[config.mk]
export PLATFORM = sky130hd
export DESIGN_NAME = multichannel_envelope_generator_flat
export DESIGN_NICKNAME = d
export VERILOG_FILES = /design/src/rtl/multichannel_envelope_generator_if.sv /design/src/rtl/multichannel_envelope_generator.sv /design/src/flat_wrapper.sv
export SDC_FILE = /design/constraint.sdc
export NUM_CORES = 2
export LEC_CHECK = 0
export ABC_AREA = 1
export ABC_CLOCK_PERIOD_IN_PS = 20100
export CAP_MARGIN = 15
export CELL_PAD_IN_SITES_DETAIL_PLACEMENT = 1
export CELL_PAD_IN_SITES_GLOBAL_PLACEMENT = 1
export CORE_ASPECT_RATIO = 1.25
export CORE_MARGIN = 4
export CORE_UTILIZATION = 52
export CTS_BUF_LIST = sky130_fd_sc_hd__clkbuf_2
export DETAILED_ROUTE_END_ITERATION = 10
export GPL_ROUTABILITY_DRIVEN = 1
export GPL_TIMING_DRIVEN = 0
export MAX_ROUTING_LAYER = met4
export PLACE_DENSITY_LB_ADDON = 0.2
export SYNTH_ARGS = -nofsm -noshare
export SYNTH_HDL_FRONTEND = slang
export SYNTH_SLANG_ARGS = --single-unit
[constraint.sdc]
create_clock -name clk -period 20.1 [get_ports clk]
set_clock_uncertainty 0.2 [all_clocks]
set_input_delay 4.02 -clock clk [delete_from_list [all_inputs] [get_ports clk]]
set_output_delay 4.02 -clock clk [all_outputs]
set_load 0.02 [all_outputs]
[src/rtl/multichannel_envelope_generator_if.sv]
// Control and observation bundle for the multichannel envelope generator.
// Codes are packed 4 bits per channel; amplitudes AMP_BITS per channel.
interface multichannel_envelope_generator_if #(
    parameter int unsigned CHANNELS = 4,
    parameter int unsigned AMP_BITS = 8
);
    logic [CHANNELS-1:0]          gate;
    logic [4*CHANNELS-1:0]        a;
    logic [4*CHANNELS-1:0]        d;
    logic [4*CHANNELS-1:0]        s;
    logic [4*CHANNELS-1:0]        r;
    logic [AMP_BITS*CHANNELS-1:0] amplitude;
    logic [CHANNELS-1:0]          active;
    logic [CHANNELS-1:0]          release_done;

    modport master (
        output gate, a, d, s, r,
        input  amplitude, active, release_done
    );

    modport slave (
        input  gate, a, d, s, r,
        output amplitude, active, release_done
    );
endinterface

[src/rtl/multichannel_envelope_generator.sv]
// Multichannel ADSR envelope generator: one independent phase-accumulator FSM per channel,
// with per-code rate increments derived from CLK_FREQ at elaboration.
module multichannel_envelope_generator #(
    parameter int unsigned CLK_FREQ         = 1000000,
    parameter int unsigned ACCUMULATOR_BITS = 26,
    parameter int unsigned CHANNELS         = 4,
    parameter int unsigned AMP_BITS         = 8
) (
    input logic                              clk,
    input logic                              rst,
    multichannel_envelope_generator_if.slave bus
);
    localparam int unsigned AccW  = ACCUMULATOR_BITS + 1;
    localparam int unsigned ProdW = 2 * AMP_BITS;
    localparam int unsigned Shift = ACCUMULATOR_BITS - AMP_BITS;
    localparam logic [AMP_BITS-1:0] AmpMax = '1;

    function automatic longint unsigned attack_ms(input int unsigned code);
        case (code)
            0:       return 64'd2;
            1:       return 64'd8;
            2:       return 64'd16;
            3:       return 64'd24;
            4:       return 64'd38;
            5:       return 64'd56;
            6:       return 64'd68;
            7:       return 64'd80;
            8:       return 64'd100;
            9:       return 64'd250;
            10:      return 64'd500;
            11:      return 64'd800;
            12:      return 64'd1000;
            13:      return 64'd3000;
            14:      return 64'd5000;
            default: return 64'd8000;
        endcase
    endfunction

    // floor(2^ACC / (t * f)) with t in ms, clamped to [1, 2^ACC].
    function automatic logic [AccW-1:0] rate_inc(input int unsigned code,
                                                  input int unsigned mult);
        longint unsigned full;
        longint unsigned q;
        full = 64'd1 << ACCUMULATOR_BITS;
        q = (full * 64'd1000) / (attack_ms(code) * 64'(mult) * 64'(CLK_FREQ));
        if (q == 64'd0) q = 64'd1;
        if (q > full) q = full;
        return q[AccW-1:0];
    endfunction

    function automatic logic [16*AccW-1:0] rate_table(input int unsigned mult);
        logic [16*AccW-1:0] t;
        t = '0;
        for (int unsigned i = 0; i < 16; i++) t[i*AccW +: AccW] = rate_inc(i, mult);
        return t;
    endfunction

    localparam logic [16*AccW-1:0] AttackInc = rate_table(1);
    localparam logic [16*AccW-1:0] SlowInc   = rate_table(3);

    typedef enum logic [2:0] {StIdle, StAttack, StDecay, StSustain, StRelease} state_e;

    for (genvar ch = 0; ch < CHANNELS; ch++) begin : g_ch
        state_e              state_q, state_d;
        logic [AccW-1:0]     acc_q, acc_d;
        logic [AMP_BITS-1:0] amp_q, amp_d;
        logic [AMP_BITS-1:0] rel_start_q, rel_start_d;
        logic [3:0]          a_q, a_d, d_q, d_d, s_q, s_d, r_q, r_d;
        logic                done_q, done_d;

        logic                gate_ch;
        logic [3:0]          a_in, d_in, s_in, r_in;
        logic [AccW-1:0]     inc, sum;
        logic                ovf;
        logic [AMP_BITS-1:0] frac, sustain, decay_drop, rel_drop;

        assign gate_ch = bus.gate[ch];
        assign a_in    = bus.a[4*ch +: 4];
        assign d_in    = bus.d[4*ch +: 4];
        assign s_in    = bus.s[4*ch +: 4];
        assign r_in    = bus.r[4*ch +: 4];

        always_comb begin
            inc = '0;
            unique case (state_q)
                StAttack:  inc = AttackInc[32'(a_q) * AccW +: AccW];
                StDecay:   inc = SlowInc[32'(d_q) * AccW +: AccW];
                StRelease: inc = SlowInc[32'(r_q) * AccW +: AccW];
                default:   inc = '0;
            endcase
        end

        assign sum        = acc_q + inc;
        assign ovf        = sum[AccW-1];
        assign frac       = sum[ACCUMULATOR_BITS-1 -: AMP_BITS];
        assign sustain    = {(AMP_BITS/4){s_q}};
        assign decay_drop = AMP_BITS'((ProdW'(AmpMax - sustain) * ProdW'(frac)) >> AMP_BITS);
        assign rel_drop   = AMP_BITS'((ProdW'(rel_start_q) * ProdW'(frac)) >> AMP_BITS);

        always_ff @(posedge clk) begin
            if (rst) begin
                state_q     <= StIdle;
                acc_q       <= '0;
                amp_q       <= '0;
                rel_start_q <= '0;
                a_q         <= '0;
                d_q         <= '0;
                s_q         <= '0;
                r_q         <= '0;
                done_q      <= 1'b0;
            end else begin
                state_q     <= state_d;
                acc_q       <= acc_d;
                amp_q       <= amp_d;
                rel_start_q <= rel_start_d;
                a_q         <= a_d;
                d_q         <= d_d;
                s_q         <= s_d;
                r_q         <= r_d;
                done_q      <= done_d;
            end
        end

        // Gate changes always win over accumulator overflow in the same cycle.
        always_comb begin
            state_d = state_q;
            unique case (state_q)
                StIdle:    if (gate_ch) state_d = StAttack;
                StAttack:  if (!gate_ch) state_d = StRelease; else if (ovf) state_d = StDecay;
                StDecay:   if (!gate_ch) state_d = StRelease; else if (ovf) state_d = StSustain;
                StSustain: if (!gate_ch) state_d = StRelease;
                StRelease: if (gate_ch) state_d = StAttack; else if (ovf) state_d = StIdle;
                default:   state_d = StIdle;
            endcase
        end

        always_comb begin
            acc_d       = acc_q;
            amp_d       = amp_q;
            rel_start_d = rel_start_q;
            a_d         = a_q;
            d_d         = d_q;
            s_d         = s_q;
            r_d         = r_q;
            done_d      = 1'b0;
            if ((state_q == StIdle || state_q == StRelease) && gate_ch) begin
                a_d = a_in;
                d_d = d_in;
                s_d = s_in;
            end
            unique case (state_q)
                StIdle: begin
                    acc_d = '0;
                    amp_d = '0;
                end
                StAttack, StDecay, StSustain: begin
                    if (!gate_ch) begin
                        acc_d       = '0;
                        rel_start_d = amp_q;
                        r_d         = r_in;
                    end else if (state_q == StSustain || ovf) begin
                        acc_d = '0;
                        amp_d = (state_q == StAttack) ? AmpMax : sustain;
                    end else begin
                        acc_d = sum;
                        amp_d = (state_q == StAttack) ? frac : AmpMax - decay_drop;
                    end
                end
                StRelease: begin
                    // Legato retrigger: resume the attack ramp from the current level.
                    if (gate_ch) begin
                        acc_d = AccW'(amp_q) << Shift;
                    end else if (ovf) begin
                        acc_d  = '0;
                        amp_d  = '0;
                        done_d = 1'b1;
                    end else begin
                        acc_d = sum;
                        amp_d = rel_start_q - rel_drop;
                    end
                end
                default: begin
                    acc_d = '0;
                    amp_d = '0;
                end
            endcase
        end

        assign bus.amplitude[AMP_BITS*ch +: AMP_BITS] = amp_q;
        assign bus.active[ch]                         = (state_q != StIdle);
        assign bus.release_done[ch]                   = done_q;
    end
endmodule

[src/flat_wrapper.sv]
// flat-port wrapper written by rule: the top's interface ports become plain ports
module multichannel_envelope_generator_flat 
#(
    parameter int unsigned CLK_FREQ         = 1000000,
    parameter int unsigned ACCUMULATOR_BITS = 26,
    parameter int unsigned CHANNELS         = 4,
    parameter int unsigned AMP_BITS         = 8
)
  (clk, rst, bus_gate, bus_a, bus_d, bus_s, bus_r, bus_amplitude, bus_active, bus_release_done);
  multichannel_envelope_generator_if #(.CHANNELS(CHANNELS), .AMP_BITS(AMP_BITS)) bus_i ();
  input logic clk;
  input logic rst;
  input wire logic [$bits(bus_i.gate)-1:0] bus_gate;
  input wire logic [$bits(bus_i.a)-1:0] bus_a;
  input wire logic [$bits(bus_i.d)-1:0] bus_d;
  input wire logic [$bits(bus_i.s)-1:0] bus_s;
  input wire logic [$bits(bus_i.r)-1:0] bus_r;
  output wire logic [$bits(bus_i.amplitude)-1:0] bus_amplitude;
  output wire logic [$bits(bus_i.active)-1:0] bus_active;
  output wire logic [$bits(bus_i.release_done)-1:0] bus_release_done;
  assign bus_i.gate = bus_gate;
  assign bus_i.a = bus_a;
  assign bus_i.d = bus_d;
  assign bus_i.s = bus_s;
  assign bus_i.r = bus_r;
  assign bus_amplitude = bus_i.amplitude;
  assign bus_active = bus_i.active;
  assign bus_release_done = bus_i.release_done;
  multichannel_envelope_generator #(.CLK_FREQ(CLK_FREQ), .ACCUMULATOR_BITS(ACCUMULATOR_BITS), .CHANNELS(CHANNELS), .AMP_BITS(AMP_BITS)) u_core (.clk(clk), .rst(rst), .bus(bus_i));
endmodule
==> results.ini <==
[yosys]
synth_edf_count = 0
ys_warn_count = 0
syn_area_per_cell_sq_um = 7.16
synth_area_sq_um = 32100
async_flop_share_pct = 0
netlist_instances = 4478
synth_seq_cells = 252
ys_seq_area_share_pct = 15.7
yosysUniqueCellTypes = 68
synth_flop_cell = dfxtp_1

[cts]
root_buffer = clkbuf_2
postCtsSetupBuffers = 0
cts_tree = yes
clock-sinks = 252
cts_buffer_depth = 3
h-tree-depth = 3
ctsResizeCount = 0
ctsHoldBuffers = 0
clk_latency_ns = 1.07
clkTransAtPathRegs_ns = 0.11
cts_buffers = 77

[grt]
use_met1_pct = 37.6
antenna_found_initial = 3
grt_usage_pct = 33.8
grt_max_degree = 11
grt_pass1_wl_um = 175000
gr-total-overflow = 0
grtUsageMet3_pct = 4.63
top_usage_layer = met2
grt_use_met2_pct = 60.1
grt_pass1_vias = 34200

[sta]
maxSlewViolCount = 0
max_freq_mhz = 87.2
worst_pin_slew_ns = 1.09
tns_ns = 0
slew_headroom_pct = 27.5
timing.hold.ws_ns = 0.286
hold_violations = 0
rsz0062_at_grt = no
period_share_pct = 57.1
finalSetupViolCount = 0
finalCriticalPeriod_ns = 11.47

[power_and_ir_drop]
irDropWorstVdd_mv = 0.0501
power_density_nw_per_um2 = 53.8
leakage_nw = 17.6
finalPower_w = 0.00188

[critical_path]
crit_required_ns = 20.87
crit_top_cell = inv_1
worstPathArrival_ns = 12.24
critPathSlowestCell = o21ai_0
path_buf_inv = 10
crit_fanout = 10
critPathTopFamily = adder cells
crit_path_start_kind = flop
worstSetupPathType = flop to flop
endpoint_kind = flop
slowest_delay_ns = 0.71

[layout]
synthToLayoutAreaGrowth_pct = 8.84
fin_cells = 5551
drive_gt1_share_pct = 6.37
regArea_sq_um = 5040
multi_input_area_sq_um = 23600
fin_area_sq_um = 34900
nFillCells = 8247
fin_nets = 5423

[run_status]
outcome = complete, no violations

[floorplan]
start_util_pct = 52.6
dieWidth_um = 230
io_pins = 110
row_count = 101
die_y_um = 286
dieArea_sq_um = 65700
core_area_sq_um = 60900

[routing]
wl_um = 109000
num_vias = 31200
avgViaCountPerCell = 5.62
ant_nets = 0
routedWlPerCell_um = 19.6
drc = 0
dr.pass1.iters = 5
first_iter_violations = 1649

[placement]
port_buffers = 109
placed_cells = 5414
placed_area_sq_um = 34200
place_congestion = 0.956
dp_hpwl_um = 89600

[hold_path]
worstHoldPathType = flop to flop

[flow_run]
maxCapViolCount = 0

[worst register-to-register path: cells and delay by family (launching register included)]
kind / cells / cell delay [ns]
flops: 1 / 0.35
fa+ha+maj: 9 / 3.60
compound gates: 14 / 3.05
simple gates: 14 / 1.76
buf+inv: 10 / 1.44
xor+xnor: 3 / 0.98
[path summary, 6_finish.rpt]
kind	from	endpoint	slack (ns)	cells after the start
max	u_core.g_ch[0].state_q[0]$_SDFFE_PP0P_	u_core.g_ch[0].amp_q[7]$_SDFFE_PP0P_	8.63	50
min	u_core.g_ch[3].r_q[0]$_SDFFE_PP0P_	u_core.g_ch[3].r_q[0]$_SDFFE_PP0P_	0.29	2
max reg2reg	u_core.g_ch[0].state_q[0]$_SDFFE_PP0P_	u_core.g_ch[0].amp_q[7]$_SDFFE_PP0P_	8.63	50
min reg2reg	u_core.g_ch[3].r_q[0]$_SDFFE_PP0P_	u_core.g_ch[3].r_q[0]$_SDFFE_PP0P_	0.29	2
[per-layer routing]
metal | part of all wire [%] | up-vias
li1 | - | 14700
met1 | 40 | 15300
met2 | 50 | 852
met3 | 4.5 | 324
met4 | 4.8 | 0
met5 | 0 | -
[stage by stage]
stage                     setup slack (ns)  util, %
after floorplan                      11.36        -
after global routing                  8.03     57.3
after global placement                9.09     56.2
final                                 8.63     57.3
after detailed placement              8.88     56.2
after CTS                             8.87     57.3
[cells in the final DEF, fill, tap and decap left out, drive strengths merged, types with 41 or more instances in the layout]
cell / instances
fa: 272
a31oi: 43
clkbuf: 170
nor2: 667
o21ai: 364
a21oi: 313
xor2: 82
nand3: 167
xnor2: 65
nand2: 707
nor3: 41
ha: 412
clkdlybuf4s50: 109
dfxtp: 252
inv: 782
clkinv: 47
[sequential cells by signal, indices dropped and copies added (netlist names)]
name,count
u_core.g_ch.s_q,16
u_core.g_ch.r_q,16
u_core.g_ch.a_q,16
u_core.g_ch.state_q,12
u_core.g_ch.acc_q,108
u_core.g_ch.rel_start_q,32
u_core.g_ch.done_q,4
u_core.g_ch.amp_q,32
u_core.g_ch.d_q,16
[layout make-up]
cell class,count,area share (%)
buffer,95,1.23
tap,824,2.95
antenna,2,0.0143
inverter,801,8.61
clock inverter,30,0.488
multi-input combinational,3333,67.6
sequential,252,14.5
timing repair buffer,109,3.13
clock buffer,105,1.51
[cell usage after synthesis (35+ instances only)]
master	number	area share, %
a31oi_1	42	0.82
o21ai_1	35	0.55
o21ai_0	319	5.0
nand3_1	160	2.5
nand2_2	36	0.70
nor3_1	37	0.58
nand2_1	670	7.8
inv_1	755	8.8
nor2_1	650	7.6
fa_1	272	17
dfxtp_1	252	16
xor2_1	79	2.2
clkbuf_1	65	0.76
ha_1	412	16
xnor2_1	64	1.7
a21oi_1	300	4.7
[logic make-up after synthesis]
group                    count (synthesis)  synth area share [%]
AO/OA/AOI/OAI                          836                  14.7
XOR/XNOR                               147                  4.11
adder cells (fa/ha/maj)                684                  33.1
buffers and inverters                  896                  10.7
flip-flops                             252                  15.7
other                                    1                0.0117
AND/OR/NAND/NOR                       1662                  21.7
[power breakdown]
part,internal (W),total [W],switching [W]
clock,0.000167,0.000431,0.000264
combinational,0.000265,0.000816,0.000551
sequential,0.000556,0.000631,0.0000754
Power figures use the tool's default switching activity.
